==> src/rtl/vga_sync_tracker_pkg.sv <==
// rtl/vga_sync_tracker_pkg.sv - default 640x480@60 geometry, tracker states and error bit positions
package vga_sync_tracker_pkg;

  localparam int VGA_H_ADDR      = 640;
  localparam int VGA_H_TOTAL     = 800;
  localparam int VGA_H_SYNC      = 96;
  localparam int VGA_H_EDGE_POS  = 659;
  localparam int VGA_V_ADDR      = 480;
  localparam int VGA_V_TOTAL     = 525;
  localparam int VGA_V_SYNC      = 2;
  localparam int VGA_V_EDGE_POS  = 490;
  localparam int VGA_LOCK_FRAMES = 2;

  localparam int ERR_HLEN   = 0;
  localparam int ERR_HWIDTH = 1;
  localparam int ERR_VLEN   = 2;
  localparam int ERR_VWIDTH = 3;

  localparam logic [9:0] CNT_MAX = 10'd1023;

  typedef enum logic [1:0] {
    SEARCH  = 2'd0,
    H_TRACK = 2'd1,
    V_TRACK = 2'd2,
    LOCKED  = 2'd3
  } trk_state_e;

  function automatic logic [9:0] sat_inc(input logic [9:0] v);
    return (v == CNT_MAX) ? v : v + 10'd1;
  endfunction

endpackage

==> src/rtl/sync_edge_detect.sv <==
// rtl/sync_edge_detect.sv - two-flop synchronizer with edge register; idle-high sync pulses
module sync_edge_detect (
  input  logic clk,
  input  logic rst_n,
  input  logic sync_i,
  output logic fall_o,
  output logic rise_o
);

  logic meta_q;
  logic sync_q;
  logic prev_q;

  always_ff @(posedge clk or negedge rst_n) begin
    if (!rst_n) begin
      meta_q <= 1'b1;
      sync_q <= 1'b1;
      prev_q <= 1'b1;
    end else begin
      meta_q <= sync_i;
      sync_q <= meta_q;
      prev_q <= sync_q;
    end
  end

  assign fall_o = prev_q & ~sync_q;
  assign rise_o = ~prev_q & sync_q;

endmodule

==> src/rtl/vga_sync_tracker.sv <==
// rtl/vga_sync_tracker.sv - recovers hpos/vpos/display_on from incoming hsync/vsync and checks geometry
module vga_sync_tracker
  import vga_sync_tracker_pkg::*;
#(
  parameter int H_ADDR      = VGA_H_ADDR,
  parameter int H_TOTAL     = VGA_H_TOTAL,
  parameter int H_SYNC      = VGA_H_SYNC,
  parameter int H_EDGE_POS  = VGA_H_EDGE_POS,
  parameter int V_ADDR      = VGA_V_ADDR,
  parameter int V_TOTAL     = VGA_V_TOTAL,
  parameter int V_SYNC      = VGA_V_SYNC,
  parameter int V_EDGE_POS  = VGA_V_EDGE_POS,
  parameter int LOCK_FRAMES = VGA_LOCK_FRAMES
) (
  input  logic       clk,
  input  logic       rst_n,
  input  logic       hsync_in,
  input  logic       vsync_in,
  input  logic       err_clear,
  output logic [9:0] hpos,
  output logic [9:0] vpos,
  output logic       display_on,
  output logic       locked,
  output logic [9:0] line_len,
  output logic [9:0] frame_lines,
  output logic [3:0] err
);

  localparam logic [9:0] H_ADDR_W  = 10'(H_ADDR);
  localparam logic [9:0] H_TOTAL_W = 10'(H_TOTAL);
  localparam logic [9:0] H_SYNC_W  = 10'(H_SYNC);
  localparam logic [9:0] H_EDGE_W  = 10'(H_EDGE_POS);
  localparam logic [9:0] V_ADDR_W  = 10'(V_ADDR);
  localparam logic [9:0] V_TOTAL_W = 10'(V_TOTAL);
  localparam logic [9:0] V_SYNC_W  = 10'(V_SYNC);
  localparam logic [9:0] V_EDGE_W  = 10'(V_EDGE_POS);
  localparam logic [3:0] LOCK_W    = 4'(LOCK_FRAMES);

  trk_state_e state_q, state_d;
  logic [9:0] pcnt_q, pcnt_d, lcnt_q, lcnt_d;
  logic [9:0] hpos_q, hpos_d, vpos_q, vpos_d;
  logic [9:0] line_len_q, line_len_d, frame_lines_q, frame_lines_d;
  logic [3:0] err_q, err_d, cfr_q, cfr_d;
  logic       vf_pend_q, vf_pend_d, vr_pend_q, vr_pend_d;

  logic       h_fall, h_rise, v_fall, v_rise;
  logic       tracking, v_checked, vf_now, vr_now, hwrap;
  logic [9:0] pcnt_inc, lcnt_inc;
  logic [3:0] fail_vec;

  sync_edge_detect u_hsync (
    .clk    (clk),
    .rst_n  (rst_n),
    .sync_i (hsync_in),
    .fall_o (h_fall),
    .rise_o (h_rise)
  );

  sync_edge_detect u_vsync (
    .clk    (clk),
    .rst_n  (rst_n),
    .sync_i (vsync_in),
    .fall_o (v_fall),
    .rise_o (v_rise)
  );

  always_ff @(posedge clk or negedge rst_n) begin
    if (!rst_n) begin
      state_q       <= SEARCH;
      pcnt_q        <= '0;
      lcnt_q        <= '0;
      hpos_q        <= '0;
      vpos_q        <= '0;
      line_len_q    <= '0;
      frame_lines_q <= '0;
      err_q         <= '0;
      cfr_q         <= '0;
      vf_pend_q     <= 1'b0;
      vr_pend_q     <= 1'b0;
    end else begin
      state_q       <= state_d;
      pcnt_q        <= pcnt_d;
      lcnt_q        <= lcnt_d;
      hpos_q        <= hpos_d;
      vpos_q        <= vpos_d;
      line_len_q    <= line_len_d;
      frame_lines_q <= frame_lines_d;
      err_q         <= err_d;
      cfr_q         <= cfr_d;
      vf_pend_q     <= vf_pend_d;
      vr_pend_q     <= vr_pend_d;
    end
  end

  always_comb begin
    state_d       = state_q;
    lcnt_d        = lcnt_q;
    line_len_d    = line_len_q;
    frame_lines_d = frame_lines_q;
    cfr_d         = cfr_q;
    vf_pend_d     = vf_pend_q;
    vr_pend_d     = vr_pend_q;
    fail_vec      = '0;

    tracking  = (state_q != SEARCH);
    v_checked = (state_q == V_TRACK) || (state_q == LOCKED);
    pcnt_inc  = sat_inc(pcnt_q);
    lcnt_inc  = sat_inc(lcnt_q);
    vf_now    = vf_pend_q | v_fall;
    vr_now    = vr_pend_q | v_rise;
    hwrap     = (hpos_q >= H_TOTAL_W - 10'd1);

    hpos_d = hwrap ? 10'd0 : hpos_q + 10'd1;
    vpos_d = vpos_q;
    if (hwrap) begin
      vpos_d = (vpos_q >= V_TOTAL_W - 10'd1) ? 10'd0 : vpos_q + 10'd1;
    end
    pcnt_d = pcnt_inc;

    // pcnt+1 at the rise edge equals the low width, as the rise shares the fall's pipeline delay
    if (h_rise && tracking && (pcnt_inc != H_SYNC_W)) begin
      fail_vec[ERR_HWIDTH] = 1'b1;
    end

    if (h_fall) begin
      line_len_d = pcnt_inc;
      pcnt_d     = '0;
      hpos_d     = H_EDGE_W;
      lcnt_d     = lcnt_inc;
      vf_pend_d  = 1'b0;
      vr_pend_d  = 1'b0;
      if (tracking && (pcnt_inc != H_TOTAL_W)) begin
        fail_vec[ERR_HLEN] = 1'b1;
      end
      if (state_q == SEARCH) begin
        state_d = H_TRACK;
      end
      if (vr_now && v_checked && (lcnt_q != V_SYNC_W)) begin
        fail_vec[ERR_VWIDTH] = 1'b1;
      end
      // vsync edges take effect on this line boundary; lcnt restarts at 1 for the fall line
      if (vf_now) begin
        frame_lines_d = lcnt_q;
        lcnt_d        = 10'd1;
        vpos_d        = V_EDGE_W;
        if (state_q == H_TRACK) begin
          state_d = V_TRACK;
          cfr_d   = '0;
        end else if (v_checked) begin
          if (lcnt_q != V_TOTAL_W) begin
            fail_vec[ERR_VLEN] = 1'b1;
          end else if (cfr_q + 4'd1 >= LOCK_W) begin
            state_d = LOCKED;
            cfr_d   = LOCK_W;
          end else begin
            cfr_d = cfr_q + 4'd1;
          end
        end
      end
    end else begin
      if (v_fall) vf_pend_d = 1'b1;
      if (v_rise) vr_pend_d = 1'b1;
      if (tracking && (pcnt_q == CNT_MAX)) begin
        fail_vec[ERR_HLEN] = 1'b1;
      end
    end

    err_d = (err_clear ? 4'd0 : err_q) | fail_vec;
    if (|fail_vec) begin
      state_d = SEARCH;
      cfr_d   = '0;
    end
  end

  assign hpos        = hpos_q;
  assign vpos        = vpos_q;
  assign locked      = (state_q == LOCKED);
  assign display_on  = locked && (hpos_q < H_ADDR_W) && (vpos_q < V_ADDR_W);
  assign line_len    = line_len_q;
  assign frame_lines = frame_lines_q;
  assign err         = err_q;

endmodule
==> config.mk <==
export PLATFORM = sky130hd
export DESIGN_NAME = vga_sync_tracker
export DESIGN_NICKNAME = d
export VERILOG_FILES = /design/src/rtl/vga_sync_tracker_pkg.sv /design/src/rtl/sync_edge_detect.sv /design/src/rtl/vga_sync_tracker.sv
export SDC_FILE = /design/constraint.sdc
export NUM_CORES = 1
export LEC_CHECK = 0
export ABC_AREA = 1
export CAP_MARGIN = 20
export CORE_ASPECT_RATIO = 1.5
export CORE_UTILIZATION = 50
export CTS_CLUSTER_SIZE = 24
export DETAILED_ROUTE_END_ITERATION = 12
export GPL_ROUTABILITY_DRIVEN = 1
export PLACE_DENSITY = 0.8
export SYNTH_ARGS = -nofsm -noshare
export SYNTH_HDL_FRONTEND = slang
export SYNTH_SLANG_ARGS = --single-unit
==> constraint.sdc <==
create_clock -name clk -period 2 [get_ports clk]
set_input_delay 0.2 -clock clk [delete_from_list [all_inputs] [get_ports clk]]
set_output_delay 0.2 -clock clk [all_outputs]
set_load 0.02 [all_outputs]
==> flow_metrics.env <==
export IMPL_clock_latency_ns=0.34
export IMPL_crit_required_ns=2.23
export IMPL_drtPass1Iterations=4
export IMPL_powerDensity_nw_per_um2=998.4
export IMPL_synth_nets=483
export IMPL_drive_gt1_frac=0.1844
export IMPL_regToRegStartpoint="pcnt_q[0]$_DFF_PN0_"
export IMPL_rsz0062_at_grt="true"
export IMPL_slowest_stage="dfrtp_1"
export IMPL_die_area_um2=8170
export IMPL_drt_antenna_violating_nets=0
export IMPL_dp_slack_ns=-0.04903
export IMPL_cts_buffer_depth=2
export IMPL_grt_ovfl_total=0
export IMPL_htreeDepth=3
export IMPL_crit_path_max_fanout=4
export IMPL_num_vias=3461
export IMPL_violations="setup timing"
export IMPL_grt_usage=0.2431
export IMPL_fin_skew_ns=0.005997
export IMPL_grt_max_degree=46
export IMPL_startpoint_type="register"
export IMPL_crit_type="reg2reg"
export IMPL_hold_viol_final=0
export IMPL_antennaDiodeCount=0
export IMPL_synth_common_cells="nand2_1, dfrtp_1, inv_1"
export IMPL_max_freq_mhz=490.5
export IMPL_synth_seq_cells=78
export IMPL_min_from="hsync_in"
export IMPL_setup_tns_final_ns=-0.06700
export IMPL_drc=0
export IMPL_p_leak_nw=2.431
export IMPL_synth_top_cell_area_share=0.4617
export IMPL_grt_pass1_vias=3378
export IMPL_start_util=0.5160
export IMPL_cts_tree="done"
export IMPL_crit_path_frequent_cell="nand2_1"
export IMPL_cp_startpoint="pcnt_q[0]$_DFF_PN0_"
export IMPL_worst_slew_margin_rel=0.6937
export IMPL_synth_area_leaders="dfrtp_1, nand2_1, inv_1"
export IMPL_dp_cells=632
export IMPL_root_buffer="clkbuf_16"
export IMPL_drt_wl_total_mm=9.260
export IMPL_syn_area_um2=3902
export IMPL_yosysSeqAreaShare=0.5021
export IMPL_syn_mean_instance_area_um2=8.321
export IMPL_final_cell_count_no_fill=655
export IMPL_drv_slew=0
export IMPL_vias_per_cell=5.284
export IMPL_core_um2=7564
export IMPL_wire_per_inst_um=14.14
export IMPL_worst_slack_ns=-0.03872
export IMPL_hp_class="in2reg"
export IMPL_yosysMostFrequentCell="nand2_1"
export IMPL_cts_buffers=9
export IMPL_rows=39
export IMPL_arrival_ns=2.27
export IMPL_fp_dieW_um=74.14
export IMPL_antenna_found_initial=0
export IMPL_die_y_um=110.2
export IMPL_cp_slowest_stage_delay_ns=0.40
export IMPL_tightest_slew_ns=0.4560
export IMPL_synth_edf_count=0
export IMPL_drv_cap=0
export IMPL_async_flop_share=1.000
export IMPL_final_nets=562
export IMPL_grt_pass1_wl_mm=14.81
export IMPL_drtIter0Drc=322
export IMPL_dp_hpwl_mm=6.436
export IMPL_synth_cell_types=39
export IMPL_whs_ns=0.2653
export IMPL_cts_sinks=78
export IMPL_post_route_period_util=1.019
export IMPL_synthToLayoutAreaGrowth_pct=31.84
export IMPL_io_buffer_count=50
export IMPL_yosysWarnings=0
export IMPL_ir_drop_mv=0.7680
export IMPL_worstPathCellList="ha_4, nand2_4, buf_4, inv_1, nand2_1, nand2_2, nand3_2, nor2_2, nand2_1, nor2_2, nand3_2, nand2_4, o2111ai_4, nand2_1, nand2_1"
export IMPL_min_period_ns=2.039
export IMPL_synth_top_flop_cell="dfrtp_1"
export IMPL_end_kind="register"
export IMPL_gp_congestion=0.8433
export IMPL_cts_clk_slew_worst_paths_ns=0.05
export IMPL_status="finished with violations"
export IMPL_ios=51
export IMPL_setup_viol=2
export IMPL_synth_top_area_cell="dfrtp_1"
export IMPL_netlist_instances=469
## cell usage in the layout (no fill, tap or decap), types with 2 or more instances in the layout
cell / instances
dfrtp_1: 71
nand3_2: 7
nor3_1: 13
buf_4: 24
nor2_4: 6
ha_1: 7
nand3_4: 3
clkbuf_8: 2
nand3_1: 18
o21ai_1: 2
inv_1: 65
nor2_2: 8
o21ai_2: 4
nand2_4: 5
nor3b_1: 3
clkdlybuf4s50_1: 48
o21ai_0: 31
xor2_1: 5
clkinv_2: 3
clkbuf_16: 9
o31ai_1: 2
o21bai_2: 2
nand4_1: 6
nor4_1: 4
a21oi_1: 15
o21a_1: 2
nor3_2: 2
nand2_1: 106
inv_2: 2
nor2_1: 42
nand2_2: 12
dfstp_2: 6
ha_4: 2
## through the flow
step           power (W)  utilization  instance area, µm²
4_1_cts         0.005086       0.6624                5010
6_report        0.005137       0.6802                5145
5_1_grt         0.005391       0.6802                5145
3_3_place_gp    0.003342       0.6142                4646
2_1_floorplan   0.002798            -                3904
3_5_place_dp    0.003400       0.6142                4646
## flip-flops by register name, summed over array words and instances, names as in the netlist
register and count:
frame_lines 10, hpos 10, lcnt_q 10, line_len 10, pcnt_q 10, vpos 10
cfr_q 4, err 4, state_q 2, u_hsync.meta_q 1, u_hsync.prev_q 1, u_hsync.sync_q 1
u_vsync.meta_q 1, u_vsync.prev_q 1, u_vsync.sync_q 1, vf_pend_q 1, vr_pend_q 1
## cell families (layout without fill, tap and decap cells)
kind of cell	count (synthesis)	in the layout	synth area share
and+or+nand+nor	235	236	0.2818
DFF	78	78	0.5021
buffers and inverters	76	159	0.07534
AOI/OAI and AO/OA	65	65	0.09843
adders and majority gates	9	9	0.02886
xor gates and xnor gates	6	6	0.01347
## worst max-delay path: cells and delay by family, from the launching register on
| kind | cells | cell delay, ns |
|---|---|---|
| buffers and inverters | 2 | 0.22 |
| DFF | 1 | 0.40 |
| and+or+nand+nor | 11 | 0.99 |
| AOI/OAI and AO/OA | 1 | 0.14 |
| adders and majority gates | 1 | 0.18 |
## final timing paths
check	to	slack [ns]	cells past startpoint
worst max-delay path	cfr_q[1]$_DFFE_PN0P_	-0.04	15
worst min-delay path	u_hsync.meta_q$_DFF_PN1_	0.27	1
worst max register to register	cfr_q[1]$_DFFE_PN0P_	-0.04	15
worst min register to register	u_hsync.sync_q$_DFF_PN1_	0.36	0
max in group asynchronous	u_hsync.meta_q$_DFF_PN1_	1.01	3
min in group asynchronous	hpos[6]$_DFF_PN0_	0.34	2
## where the power goes
group / internal, W / leakage, nW / switching, W
clock network: 0.00103 / 0.152 / 0.000612
logic: 0.000641 / 1.30 / 0.000840
registers: 0.00181 / 0.982 / 0.000210
total: 0.00347 / 2.43 / 0.00166
## cell type report
cell class              count  area, µm²
flip-flops and latches     78       1961
multi-input cells         316       1800
clock buffers              12      256.5
well taps                 102      127.6
repair buffers             75      699.4
clock inverters             4      45.04
inverters                  68      255.2
fillers                   576       2419
## metal layers
layer,global-route usage,up-vias,part of all wire
met5,0,-,0
met4,0.1497,0,0.043
met3,0.04000,35,0.042
met2,0.4273,108,0.55
met1,0.2690,1658,0.37
li1,-,1660,-
## timing repair
action | 4_1_cts | 5_1_grt
hold endpoints to repair | 33 | 0
buffers inserted | 3 | 2
cloned | 1 | 0
pin swaps | 10 | 8
setup endpoints to repair | 3 | 16
hold buffers | 1 | 0
resized for setup | 5 | 32
(Power assumes the default switching activity.)
